==> src/rtl/dec4b5b_if.sv <==
// Receive-side stream bundle for the 4B/5B decoder: recovered bit input and decoded nibble outputs.
interface dec4b5b_if;
    logic       i_bit;
    logic       i_bit_en;
    logic [3:0] o_data;
    logic       o_valid;
    logic       o_rx_dv;
    logic       o_rx_er;
    logic       o_frame_done;

    modport slave (
        input  i_bit,
        input  i_bit_en,
        output o_data,
        output o_valid,
        output o_rx_dv,
        output o_rx_er,
        output o_frame_done
    );

    modport master (
        output i_bit,
        output i_bit_en,
        input  o_data,
        input  o_valid,
        input  o_rx_dv,
        input  o_rx_er,
        input  o_frame_done
    );
endinterface

==> src/rtl/dec4b5b.sv <==
// 100BASE-FX receive 4B/5B decoder: J/K hunt, code-group alignment, nibble decode, T/R end detection.
// Optional frame length limit enabled by defining DEC4B5B_MAXLEN_EN.
//
// state  | meaning
// S_HUNT | searching the bit stream for the J/K start delimiter
// S_DATA | aligned, decoding data code groups until T or IDLE
// S_END  | T seen, waiting for the closing R code group
module dec4b5b #(
    parameter int P_MAX_NIBBLES = 3056
) (
    input logic       i_clk,
    input logic       i_res_n,
    dec4b5b_if.slave  rx
);

    if (P_MAX_NIBBLES < 1) begin : g_bad_cfg
        $error("dec4b5b: P_MAX_NIBBLES must be at least 1");
    end

    typedef enum logic [1:0] {
        S_HUNT,
        S_DATA,
        S_END
    } state_t;

    typedef enum logic [2:0] {
        CG_DATA,
        CG_T,
        CG_R,
        CG_IDLE,
        CG_BAD
    } cg_kind_t;

    typedef struct packed {
        cg_kind_t   kind;
        logic [3:0] nib;
    } cg_dec_t;

    localparam logic [9:0] C_JK   = 10'b11000_10001;
    localparam logic [2:0] C_PH_L = 3'd4;

    function automatic cg_dec_t decode_cg(input logic [4:0] cg);
        cg_dec_t d;
        d.kind = CG_DATA;
        d.nib  = 4'h0;
        unique case (cg)
            5'b11110: d.nib = 4'h0;
            5'b01001: d.nib = 4'h1;
            5'b10100: d.nib = 4'h2;
            5'b10101: d.nib = 4'h3;
            5'b01010: d.nib = 4'h4;
            5'b01011: d.nib = 4'h5;
            5'b01110: d.nib = 4'h6;
            5'b01111: d.nib = 4'h7;
            5'b10010: d.nib = 4'h8;
            5'b10011: d.nib = 4'h9;
            5'b10110: d.nib = 4'hA;
            5'b10111: d.nib = 4'hB;
            5'b11010: d.nib = 4'hC;
            5'b11011: d.nib = 4'hD;
            5'b11100: d.nib = 4'hE;
            5'b11101: d.nib = 4'hF;
            5'b01101: d.kind = CG_T;
            5'b00111: d.kind = CG_R;
            5'b11111: d.kind = CG_IDLE;
            default:  d.kind = CG_BAD;
        endcase
        return d;
    endfunction

    state_t     state, state_nxt;
    logic [9:0] sr;
    logic [2:0] ph, ph_nxt;
    logic [3:0] data_q, data_nxt;
    logic       valid_q, valid_nxt;
    logic       dv_q, dv_nxt;
    logic       er_q, er_nxt;
    logic       done_q, done_nxt;

    logic [9:0] window;
    logic [4:0] cg;
    cg_dec_t    dec;
    logic       cg_last;
    logic       len_hit;

    assign window  = {sr[8:0], rx.i_bit};
    assign cg      = {sr[3:0], rx.i_bit};
    assign dec     = decode_cg(cg);
    assign cg_last = rx.i_bit_en && (ph == C_PH_L);

`ifdef DEC4B5B_MAXLEN_EN
    localparam int CNT_W = $clog2(P_MAX_NIBBLES + 1);

    logic [CNT_W-1:0] nib_cnt;

    // Cleared at every J/K so each frame is measured on its own.
    always_ff @(posedge i_clk or negedge i_res_n) begin
        if (!i_res_n) begin
            nib_cnt <= '0;
        end else if (rx.i_bit_en) begin
            if (state == S_HUNT && window == C_JK) begin
                nib_cnt <= '0;
            end else if (state == S_DATA && cg_last && dec.kind == CG_DATA && !len_hit) begin
                nib_cnt <= nib_cnt + 1'b1;
            end
        end
    end

    assign len_hit = (nib_cnt == CNT_W'(P_MAX_NIBBLES));
`else
    assign len_hit = 1'b0;
`endif

    always_ff @(posedge i_clk or negedge i_res_n) begin
        if (!i_res_n) begin
            sr <= '0;
        end else if (rx.i_bit_en) begin
            sr <= window;
        end
    end

    always_ff @(posedge i_clk or negedge i_res_n) begin
        if (!i_res_n) begin
            state   <= S_HUNT;
            ph      <= '0;
            data_q  <= '0;
            valid_q <= 1'b0;
            dv_q    <= 1'b0;
            er_q    <= 1'b0;
            done_q  <= 1'b0;
        end else begin
            state   <= state_nxt;
            ph      <= ph_nxt;
            data_q  <= data_nxt;
            valid_q <= valid_nxt;
            dv_q    <= dv_nxt;
            er_q    <= er_nxt;
            done_q  <= done_nxt;
        end
    end

    // Strobes default low every cycle so they stay one clock wide under back-to-back i_bit_en.
    always_comb begin
        state_nxt = state;
        ph_nxt    = ph;
        data_nxt  = data_q;
        valid_nxt = 1'b0;
        dv_nxt    = dv_q;
        er_nxt    = 1'b0;
        done_nxt  = 1'b0;

        if (rx.i_bit_en) begin
            unique case (state)
                S_HUNT: begin
                    if (window == C_JK) begin
                        state_nxt = S_DATA;
                        ph_nxt    = '0;
                    end
                end

                S_DATA: begin
                    if (cg_last) begin
                        ph_nxt = '0;
                        unique case (dec.kind)
                            CG_DATA: begin
                                if (len_hit) begin
                                    er_nxt    = 1'b1;
                                    dv_nxt    = 1'b0;
                                    state_nxt = S_HUNT;
                                end else begin
                                    data_nxt  = dec.nib;
                                    valid_nxt = 1'b1;
                                    dv_nxt    = 1'b1;
                                end
                            end
                            CG_T: begin
                                dv_nxt    = 1'b0;
                                state_nxt = S_END;
                            end
                            CG_IDLE: begin
                                er_nxt    = 1'b1;
                                dv_nxt    = 1'b0;
                                state_nxt = S_HUNT;
                            end
                            default: begin
                                data_nxt  = 4'h0;
                                valid_nxt = 1'b1;
                                er_nxt    = 1'b1;
                            end
                        endcase
                    end else begin
                        ph_nxt = ph + 3'd1;
                    end
                end

                S_END: begin
                    if (cg_last) begin
                        ph_nxt    = '0;
                        state_nxt = S_HUNT;
                        if (dec.kind == CG_R) begin
                            done_nxt = 1'b1;
                        end else begin
                            er_nxt = 1'b1;
                        end
                    end else begin
                        ph_nxt = ph + 3'd1;
                    end
                end

                default: begin
                    state_nxt = S_HUNT;
                    ph_nxt    = '0;
                end
            endcase
        end
    end

    assign rx.o_data       = data_q;
    assign rx.o_valid      = valid_q;
    assign rx.o_rx_dv      = dv_q;
    assign rx.o_rx_er      = er_q;
    assign rx.o_frame_done = done_q;

endmodule

==> src/flat_wrapper.sv <==
// flat-port wrapper written by rule: the top's interface ports become plain ports
module dec4b5b_flat 
#(
    parameter int P_MAX_NIBBLES = 3056
)
  (i_clk, i_res_n, rx_i_bit, rx_i_bit_en, rx_o_data, rx_o_valid, rx_o_rx_dv, rx_o_rx_er, rx_o_frame_done);
  dec4b5b_if rx_i ();
  input logic i_clk;
  input logic i_res_n;
  input wire logic [$bits(rx_i.i_bit)-1:0] rx_i_bit;
  input wire logic [$bits(rx_i.i_bit_en)-1:0] rx_i_bit_en;
  output wire logic [$bits(rx_i.o_data)-1:0] rx_o_data;
  output wire logic [$bits(rx_i.o_valid)-1:0] rx_o_valid;
  output wire logic [$bits(rx_i.o_rx_dv)-1:0] rx_o_rx_dv;
  output wire logic [$bits(rx_i.o_rx_er)-1:0] rx_o_rx_er;
  output wire logic [$bits(rx_i.o_frame_done)-1:0] rx_o_frame_done;
  assign rx_i.i_bit = rx_i_bit;
  assign rx_i.i_bit_en = rx_i_bit_en;
  assign rx_o_data = rx_i.o_data;
  assign rx_o_valid = rx_i.o_valid;
  assign rx_o_rx_dv = rx_i.o_rx_dv;
  assign rx_o_rx_er = rx_i.o_rx_er;
  assign rx_o_frame_done = rx_i.o_frame_done;
  dec4b5b #(.P_MAX_NIBBLES(P_MAX_NIBBLES)) u_core (.i_clk(i_clk), .i_res_n(i_res_n), .rx(rx_i));
endmodule
==> config.mk <==
export PLATFORM = sky130hd
export DESIGN_NAME = dec4b5b_flat
export DESIGN_NICKNAME = d
export VERILOG_FILES = /design/src/rtl/dec4b5b_if.sv /design/src/rtl/dec4b5b.sv /design/src/flat_wrapper.sv
export SDC_FILE = /design/constraint.sdc
export NUM_CORES = 1
export LEC_CHECK = 0
export BUFFER_PORTS_ARGS = -buffer_cell sky130_fd_sc_hd__buf_2
export CAP_MARGIN = 20
export CELL_PAD_IN_SITES_DETAIL_PLACEMENT = 0
export CELL_PAD_IN_SITES_GLOBAL_PLACEMENT = 1
export CORE_ASPECT_RATIO = 1.2
export CORE_UTILIZATION = 40
export DETAILED_ROUTE_END_ITERATION = 10
export GPL_ROUTABILITY_DRIVEN = 0
export PLACE_DENSITY_LB_ADDON = 0.1
export SLEW_MARGIN = 30
export SYNTH_ARGS = -nofsm -noshare
export SYNTH_HDL_FRONTEND = slang
export SYNTH_SLANG_ARGS = --single-unit
==> constraint.sdc <==
create_clock -name i_clk -period 2.1 [get_ports i_clk]
set_clock_uncertainty 0.2 [all_clocks]
set_input_delay 0.21 -clock i_clk [delete_from_list [all_inputs] [get_ports i_clk]]
set_output_delay 0.21 -clock i_clk [all_outputs]
set_load 0.1 [all_outputs]
==> metrics.md <==
| Metric | Value |
|---|---|
| Largest net degree at the start of global routing | `23` |
| Routed WL per cell | `13.9 µm` |
| Drc violations | `0` |
| Post-Syn Nets | `117` |
| Period minus WS final | `about 2.0 ns` |
| Ys Warns | `0` |
| Final Hold Fails | `0` |
| PwrDens | `approximately 1100 mW/mm²` |
| Total grt overflow | `0` |
| Worst R2R End | `u_core.state[0]$_DFFE_PN0P_` |
| Slowest stage delay, CP | `roughly 0.42 ns` |
| GRT Total Usage | `~17%` |
| Clock latency on the worst-skew pair | `0.30 ns` |
| FFs w/ async S/R, synth | `100%` |
| Setup CP Type | `reg2reg` |
| Starting DRT DRC Count | `21` |
| Die Span Y | `between 60 and 70 µm` |
| Top-count cell post-synth | `dfrtp_1` |
| Die area | `about 0.003 mm²` |
| # setup viols final | `0` |
| #FFs+latches synth | `22` |
| Fill cells | `between 200 and 300` |
| Vias in the first global route | `821` |
| Sequential element share of the synthesized area | `about half` |
| Commonest cells in the netlist | `22 x dfrtp_1, 14 x nand2_1, 7 x inv_1, 7 x mux2_2, 6 x o21ai_0` |
| Critical path depth in cells | `6` |
| Number of buffers inserted by port buffering | `11` |
| Status | `completed` |
| Top delay family on crit path | `simple AND/OR/NAND/NOR gates` |
| First-pass GRT wire length | `about 3.8 mm` |
| Routed via count | `slightly below 900` |
| DIE WIDTH | `roughly 51 µm` |
| Initial antenna violation count | `0` |
| Layout cells sized above 1 | `a little over a quarter` |
| Pre-antenna DRT Iters | `4` |
| Critical Path AT | `2.00 ns` |
| Distinct cells, synth | `36` |
| Cell Area, Synth | `about 0.0011 mm²` |
| R2R Path Start | `u_core.ph[0]$_DFFE_PN0P_` |
| DR vias/cell | `around 5.4` |
| Pre-CTS setup slack | `0.0727 ns` |
| Clock tree buffer depth | `2` |
| TritonCTS Buffers | `3` |
| Final Max Slew Viols | `0` |
| CP cell instances | `inv_2 -> ha_1 -> nand3_1 -> or3_4 -> a221oi_4 -> mux2_4` |
| WP buf/inv | `1` |
| Worst slew pin tran | `approximately 0.58 ns` |
| Syn Inst Count | `between 100 and 150` |
| Worst setup SP type | `register` |
| Hold WC Path Type | `in2reg` |
| Routed Antenna Nets | `0` |
| CTS tree | `done` |
| Reg2Reg Setup Slack | `slightly above 0.09 ns` |
| Std-Cell Rows | `20` |
| Setup tns final | `0 ns` |
| Core Area | `approximately 0.0026 mm²` |
| CTS root buf | `clkbuf_4` |
| Ant. Diodes | `0` |
| Clk sinks | `22` |
| Max VDD drop | `530 µV` |
| Fmax | `about 0.5 GHz` |
| Slew HR | `about 62%` |
| Dpl hpwl | `approximately 1.6 mm` |
| Post-synth EDFFs | `0` |
| WL final | `2.24 mm` |
| Critical Path RT | `approximately 2.1 ns` |
| Hold Path Sink | `u_core.rx.o_data[0]$_DFFE_PN0P_` |
| H-tree levels | `1` |
| Post-synth top area share | `48.3%` |
| RSZ-0062 raised after global routing | `no` |
| Synth Flop Type | `dfrtp_1` |
| Largest cells by area after synthesis | `dfrtp_1 48%, mux2_2 6.9%, ha_1 5.5%, nand2_1 4.6%, xnor2_1 3.1%` |
| Worst Min Path Start | `rx_i_bit` |
| Total of max-cap violations | `0` |
| Hold Crit Depth | `3` |
| IO Count | `12` |
| Cell taking the most area after synthesis | `dfrtp_1` |
| Final period util | `between 90% and 100%` |
| Slowest CP cell | `dfrtp_1` |
| Pleak | `roughly 0.61 nW` |
| Final layout net count | `139` |
| Clock transition at path regs | `between 0.1 and 0.15 ns` |
| Util after Layout | `between 50% and 60%` |
| Initial core utilization | `between 40% and 50%` |
| Synth-to-Final Area Change | `17.6%` |
| CP endpoint kind | `register` |
| Mapped Avg Cell Area | `around 11 µm²` |
| Setup ws final | `~0.09 ns` |
| Worst Path Max Fanout | `3` |
| R2R depth | `6` |
## final cells by class
cell class	instances	area (µm²)	area share, %
Timing Repair Buffer	22	140	10.5
Multi-Input combinational cell	74	559	41.7
Tap cell	33	41.3	3.08
Inverter	7	26.3	1.96
Clock buffer	3	22.5	1.68
Sequential cell	22	551	41.1
## metal layers
metal  vias up  global-route usage, %  share of wire, %
met5         -                      0                 0
met2        11                   28.4                49
met3         2                   3.01               2.1
met4         0                   7.14              0.80
met1       431                   21.7                48
li1        430                      -                 -
## cell usage in the layout (no fill, tap or decap), types with 2 or more instances in the layout
| master | netlist | layout |
|---|---|---|
| nand3_1 | 4 | 4 |
| o21ai_0 | 6 | 6 |
| mux2_2 | 7 | 7 |
| buf_4 | 0 | 10 |
| xnor2_1 | 4 | 4 |
| o211ai_1 | 2 | 2 |
| o22ai_1 | 2 | 2 |
| nor2_1 | 2 | 2 |
| inv_1 | 7 | 6 |
| nand2_1 | 14 | 14 |
| buf_2 | 4 | 11 |
| o31ai_1 | 3 | 3 |
| a32o_1 | 2 | 2 |
| ha_1 | 5 | 5 |
| nor2b_1 | 2 | 2 |
| dfrtp_1 | 22 | 22 |
| clkbuf_4 | 0 | 3 |
## stage by stage
step | area [µm²] | hold WS, ns | std cells | power [mW]
final | 1340 | 0.0462 | 161 | 1.43
after global routing | 1340 | 0.0573 | 161 | 1.53
after floorplan | 1140 | -0.286 | 108 | 1.05
after global placement | 1270 | 0.00321 | 155 | 1.19
after CTS | 1310 | 0.0380 | 159 | 1.40
after detailed placement | 1270 | 0.00907 | 155 | 1.20
## worst reg2reg max path, stage by stage, from the launching register on
cell	delay [ns]
dfrtp_1	0.42
inv_2	0.06
ha_1	0.15
nand3_1	0.10
or3_4	0.36
a221oi_4	0.29
mux2_4	0.33
## registers in the layout (all words and copies together) (netlist names)
register                cells
u_core.ph                   3
u_core.rx.o_data            4
u_core.rx.o_frame_done      1
u_core.rx.o_rx_dv           1
u_core.rx.o_rx_er           1
u_core.rx.o_valid           1
u_core.sr                   9
u_core.state                2
## worst max path at each step
stage | slack [ns] | startpoint | endpoint
after floorplan | 0.07 | u_core.ph[0]$_DFFE_PN0P_ | u_core.state[0]$_DFFE_PN0P_
after global placement | 0.09 | u_core.ph[0]$_DFFE_PN0P_ | u_core.state[0]$_DFFE_PN0P_
after detailed placement | 0.07 | u_core.ph[0]$_DFFE_PN0P_ | u_core.state[0]$_DFFE_PN0P_
after CTS | 0.05 | u_core.ph[0]$_DFFE_PN0P_ | u_core.state[0]$_DFFE_PN0P_
after global routing | 0.004 | u_core.ph[0]$_DFFE_PN0P_ | u_core.state[0]$_DFFE_PN0P_
final | 0.09 | u_core.ph[0]$_DFFE_PN0P_ | u_core.state[0]$_DFFE_PN0P_
## cells by family (layout without fill, tap and decap cells)
family | Yosys count | after routing | synth area share [%]
compound gates | 22 | 22 | 14.6
xor+xnor | 5 | 5 | 3.84
fa+ha+maj | 5 | 5 | 5.49
buf+inv | 12 | 32 | 4.39
flops | 22 | 22 | 48.3
mux | 8 | 8 | 7.90
simple gates | 34 | 34 | 15.5
## what timing repair did
| action | CTS | global route |
|---|---|---|
| hold buffers | 1 | 0 |
| hold endpoints to repair | 22 | 0 |
| gates resized for setup | 0 | 4 |
| buffers inserted | 0 | 2 |
| endpoints found under the setup margin | 0 | 1 |
## where the power goes
part	internal [mW]	total [mW]	switching, mW	leakage (nW)
registers	0.518	0.584	0.0656	0.283
logic	0.241	0.660	0.419	0.313
clock network	0.0668	0.186	0.119	0.0138
total	0.826	1.43	0.604	0.610
Note: power is estimated with default switching activity, not from simulation.
